--- src/rtl/i2s_tx.sv ---
// i2s_tx: I2S stereo transmitter with a 256-mclk frame, a sample holding register and an underrun flag
module i2s_tx #(
  parameter int SAMPLE_BITS = 16,
  parameter int FRAME_MCLKS = 256
) (
  input  logic                   mclk,
  input  logic                   rst,
  input  logic                   en,
  input  logic [SAMPLE_BITS-1:0] left_in,
  input  logic [SAMPLE_BITS-1:0] right_in,
  input  logic                   in_valid,
  output logic                   sample_req,
  output logic                   underrun,
  input  logic                   underrun_clr,
  output logic                   bclk,
  output logic                   lrclk,
  output logic                   sdata
);
  localparam int CW = $clog2(FRAME_MCLKS);
  localparam int KW = CW - 3;
  localparam int IW = $clog2(SAMPLE_BITS);
  logic [CW-1:0] cnt;
  logic run, fresh, load, bit_n;
  logic [SAMPLE_BITS-1:0] hold_l, hold_r, sh_l, sh_r, word;
  logic [KW-1:0] k;
  // a load happens on the wrap and on the first enabled edge after idle
  always_comb begin
    load = en && (!run || cnt == CW'(FRAME_MCLKS - 1));
    k = cnt[CW-2:2];
    word = cnt[CW-1] ? sh_r : sh_l;
    bit_n = (k != '0 && k <= KW'(SAMPLE_BITS)) ? word[IW'(KW'(SAMPLE_BITS) - k)] : 1'b0;
  end
  always_ff @(posedge mclk or posedge rst) begin
    if (rst) begin
      cnt        <= '0;
      run        <= 1'b0;
      fresh      <= 1'b0;
      hold_l     <= '0;
      hold_r     <= '0;
      sh_l       <= '0;
      sh_r       <= '0;
      bclk       <= 1'b0;
      lrclk      <= 1'b0;
      sdata      <= 1'b0;
      sample_req <= 1'b0;
      underrun   <= 1'b0;
    end else begin
      cnt        <= (!en || load) ? '0 : cnt + CW'(1);
      run        <= en;
      bclk       <= en & cnt[1];
      lrclk      <= en & cnt[CW-1];
      sdata      <= en & bit_n;
      sample_req <= load;
      if (load) begin
        sh_l <= fresh ? hold_l : '0;
        sh_r <= fresh ? hold_r : '0;
      end
      if (in_valid) begin
        hold_l <= left_in;
        hold_r <= right_in;
      end
      fresh    <= in_valid | (fresh & !load);
      underrun <= (load & !fresh) | (underrun & !underrun_clr);
    end
  end
endmodule

--- config.mk ---
export PLATFORM = sky130hd
export DESIGN_NAME = i2s_tx
export DESIGN_NICKNAME = d
export VERILOG_FILES = /design/src/rtl/i2s_tx.sv
export SDC_FILE = /design/constraint.sdc
export NUM_CORES = 1
export LEC_CHECK = 0
export ABC_AREA = 1
export BUFFER_PORTS_ARGS = -buffer_cell sky130_fd_sc_hd__buf_2
export CORE_MARGIN = 4
export CORE_UTILIZATION = 55
export DETAILED_ROUTE_END_ITERATION = 8
export HOLD_SLACK_MARGIN = 0.1
export PLACE_DENSITY = 0.81
export SETUP_SLACK_MARGIN = 0.2
export SLEW_MARGIN = 15
export SYNTH_ARGS = -nofsm -noshare
export SYNTH_HDL_FRONTEND = slang
export SYNTH_SLANG_ARGS = --single-unit
export TNS_END_PERCENT = 20
--- constraint.sdc ---
create_clock -name mclk -period 4.4 [get_ports mclk]
set_input_delay 0 -clock mclk [delete_from_list [all_inputs] [get_ports mclk]]
set_output_delay 0 -clock mclk [all_outputs]
set_load 0.01 [all_outputs]
; Yosys cells after proc, flatten, opt, wreduce, memory -nomap -nowiden
; Cells that the tools add are included.
[word_totals]
register_bits = 79
inputBits = 37
out_inout_bits = 5
[op_classes]
n_addsub = 2
n_lt_le_gt_ge = 2
eq_ne = 1
n_mux = 7
bitwise = 8
reduce_logical = 10
[op_table]
columns = op, count
row1 = $mux 16, 3
row2 = $add 8x1->8 const B, 1
row3 = $eq 8x8->1 const B, 1
row4 = $mux 8, 1
row5 = $and 1x1->1, 6
row6 = $le 5x5->1 const B, 1
row7 = $logic_not 1->1, 5
row8 = $lt 4x5->1 const B, 1
row9 = $reduce_bool 5->1, 1
row10 = $bmux 1 s4, 1
row11 = $sub 1x4->4 const A, 1
row12 = $logic_and 1x1->1, 2
row13 = $logic_or 1x1->1, 2
row14 = $mux 1, 2
row15 = $or 1x1->1, 2

; Depth between registers and ports, before layout
[depth]
depth_word = 6
depth_mapped = 10
depth_no_buf = 9

; Worst setup path before layout
; OpenSTA, ideal clock, no wires.
[synth_path]
path_kind = register to register
start = register cnt[0]
end = register sh_l[0]
setup_ns = 0.117
arrival_time_ns = 1.341
required_ns = 4.283
setup_slack_ns = 2.942
path_stages_with_launch = 10
path_buffers = 1
cell_sequence = dfrtp_1 > ha_1 > nand2_1 > nor2_4 > nand2_2 > o21ai_2 > nand2_4 > clkinv_8 > buf_6 > o21ai_2
[synth_via]
elab_chain_len = 3
[synth_lines]
columns = item, line
row1 = "start, declared", 22  ; logic [CW-1:0] cnt;
row2 = "start signal, assigned", 48  ; cnt <= (!en || load) ? '0 : cnt + CW'(1);
row3 = $eq 8x8->1, 28  ; load = en && (!run || cnt == CW'(FRAME_MCLKS - 1));
row4 = $logic_or 1x1->1, 28
row5 = $logic_and 1x1->1, 28
row6 = "end signal, assigned", 55  ; sh_l <= fresh ? hold_l : '0;
row7 = "end, declared", 24  ; logic [SAMPLE_BITS-1:0] hold_l, hold_r, sh_l, sh_r, word;
; No other way between the ends.
; A chain may end at the register's enable or synchronous reset.

; Worst setup path after layout
[layout_path]
start = register cnt[2]
end = register sh_l[10]
; Same word-level chain as after synthesis.

==> flow_summary.yaml <==
sta:
  setup_violations: 0
  min_period_over_period: 0.462
  slew_viol_final: 0
  fin_crit_ns: 2.03
  rsz0062_at_grt: "false"
  fmax_ghz: 0.492
  hold_ws_ns: 0.158
  hold_viol: 0
  final.setup.tns_ns: 0
  slew_headroom: 0.367
  worst_pin_slew_ns: 0.948
  finalClockSkew_ns: 0.00770
cts:
  clk_latency_ns: 0.34
  cts.path.max_buffers: 2
  cts-buffers-inserted: 9
  cts_sinks: 79
  ctsResizeCount: 0
  htree_levels: 3
  cts_tree: "done"
  clock-root-buffer: "clkbuf_8"
  clk_pin_slew_ns: 0.08
global_route:
  antenna_found_initial: 0
  grtUsageTotal: 0.214
  grt_overflow: 0
  grt_max_degree: 56
  grt_pass1_wl_um: 14100
  grt_pass1_vias: 2984
critical_path:
  r2r-end: "sh_l[10]"
  crit_type: "register to register"
  path_max_fanout: 55
  cp-end-kind: "register"
  r2r_cells: 9
  critPathLaunchType: "register"
  r2r-start: "cnt[2]"
  critPathArrivalTime_ns: 2.29
  worstPathRequired_ns: 4.66
  rrSetupSlack_ns: 2.37
synthesis:
  synth_most_common_cell: "nand2_1"
  synth-main-ff-cell: "dfrtp_1"
  synthArstFlopShare: 1.00
  synth_edf_count: 0
  syn_area_um2: 3720
  synth-seq-cells: 79
  synth_cells: 413
  synth.top_cells.by_count: "147 x nand2_1, 79 x dfrtp_1, 39 x inv_1"
  synth_cell_types: 27
  synth_area_leaders: "dfrtp_1 53%, nand2_1 15%, nand3_2 5.9%"
  synth_top_area_cell: "dfrtp_1"
  avgSynthCellArea_um2: 9.00
  yosysWarnings: 0
  yosysSeqAreaShare: 0.532
  synth_top_area_frac: 0.532
  synthesis.nets: 453
finish:
  antenna_cells: 0
  syn2layout_area_growth_pct: 19.9
  drive_above_1_share: 0.223
  multi_input_area_um2: 1420
  seq_area_um2: 1980
  num-nets-final: 520
  fillerInstances: 501
power_and_ir_drop:
  powerDensity_nw_per_um2: 377
  ir_drop_v: 0.000213
  power.switching_w: 0.000420
  seqPwrFrac: 0.496
  power_frac_comb: 0.132
  p_leak_nw: 2.23
  netSwitchingFraction: 0.250
  power.internal_w: 0.00126
  p_clk_frac: 0.371
floorplan:
  rows: 29
  dieArea_um2: 8140
  die_width_um: 90.2
  io_pins: 42
  core_area_um2: 6460
  initial_utilization: 0.575
  dieHeight_um: 90.2
place:
  dp_hpwl_um: 5110
  portBuffers: 41
  finalWeightedCongestion: 0.947
worst_hold_path:
  min_path_type: "input pin to register"
  hold_end: "hold_l[11]"
  hold_start: "in_valid"
  hold_depth: 3
route:
  antenna_left: 0
  wirelength_um: 7930
  drt-initial-drc-count: 208
  vias: 2878
  drc_errors: 0
  vias_per_cell: 5.13
  first_pass_iters: 4
  post_drt_wl_per_cell_um: 14.1
job:
  maxCapViolations: 0
run_status:
  status: "complete, no violations"
-- critical path: stages, from the launching register on --
cell	delay, ns
dfrtp_1	0.64
ha_1	0.25
nand2_1	0.09
nor2_4	0.10
nand2_2	0.08
o21ai_2	0.16
nand2_4	0.15
clkinv_8	0.25
nand3_1	0.11
o21ai_1	0.10
-- metrics by stage --
stage               setup slack [ns]   util  power [W]  cells  cell area [µm²]
floorplan                       2.38      -   0.000989    413             3720
global placement                2.49  0.601    0.00103    511             3880
detailed placement              2.38  0.601    0.00105    511             3880
CTS                             2.36  0.690    0.00169    561             4460
global route                    2.16  0.690    0.00176    561             4460
finish                          2.37  0.690    0.00168    561             4460
-- repair_timing --
item / in CTS / in global routing
endpoints found under the hold margin: 70 / 0
setup buffers: 0 / 0
hold buffers: 35 / 0
-- per-layer routing --
layer | wire length [µm] | share of wire | vias to the layer above | global-route usage
met1 | 3410 | 0.43 | 1353 | 0.275
li1 | - | - | 1434 | -
met4 | 216 | 0.027 | 0 | 0.106
met3 | 363 | 0.046 | 19 | 0.0401
met2 | 3940 | 0.50 | 72 | 0.347
met5 | 0 | 0 | - | 0
-- worst max path at each step --
stage / end / start / slack (ns) / cells after the start
floorplan: bclk / rst / 2.38 / 1
global placement: sh_l[6] / cnt[2] / 2.49 / 9
detailed placement: sh_l[10] / cnt[2] / 2.38 / 9
CTS: sh_l[10] / cnt[2] / 2.36 / 9
global route: sh_l[11] / cnt[2] / 2.16 / 9
finish: sh_l[10] / cnt[2] / 2.37 / 9
-- cells in the final DEF, fill, tap and decap left out, drive strengths merged, types with 2 or more instances in the layout --
cell type,n
o211ai,5
ha,3
dlygate4sd3,35
nand2,149
nand3,52
bufinv,3
o21ai,34
clkinv,2
nor3,3
a21oi,2
inv,41
clkbuf,11
dfrtp,79
nor2,15
xor2,3
xnor2,2
buf,43
-- power groups by stage --
stage	registers, W	clock network (W)	logic [W]
6_report	0.000834	0.000624	0.000223
5_1_grt	0.000841	0.000665	0.000253
4_1_cts	0.000835	0.000629	0.000222
3_5_place_dp	0.000849	0	0.000197
3_3_place_gp	0.000846	0	0.000188
2_1_floorplan	0.000835	0	0.000154
-- logic make-up after synthesis --
logic type,Yosys count,share of synthesized area
AO/OA/AOI/OAI,42,0.0835
buffers and inverters,64,0.0869
AND/OR/NAND/NOR,220,0.276
XOR/XNOR,5,0.0118
flip-flops,79,0.532
adder cells (fa/ha/maj),3,0.0101
-- flip-flops by register name, indices dropped and copies added, names as in the netlist, 8 cells and up --
register,cells
hold_r,16
cnt,8
sh_r,16
sh_l,16
hold_l,16
-- final cells by class --
type,count,share of cell area
sequential,79,0.444
multi-input combinational,270,0.318
timing repair buffer,78,0.128
inverter,42,0.0382
clock buffer,11,0.0295
tap,77,0.0216
clock inverter,4,0.0213
(Power assumes the default switching activity.)
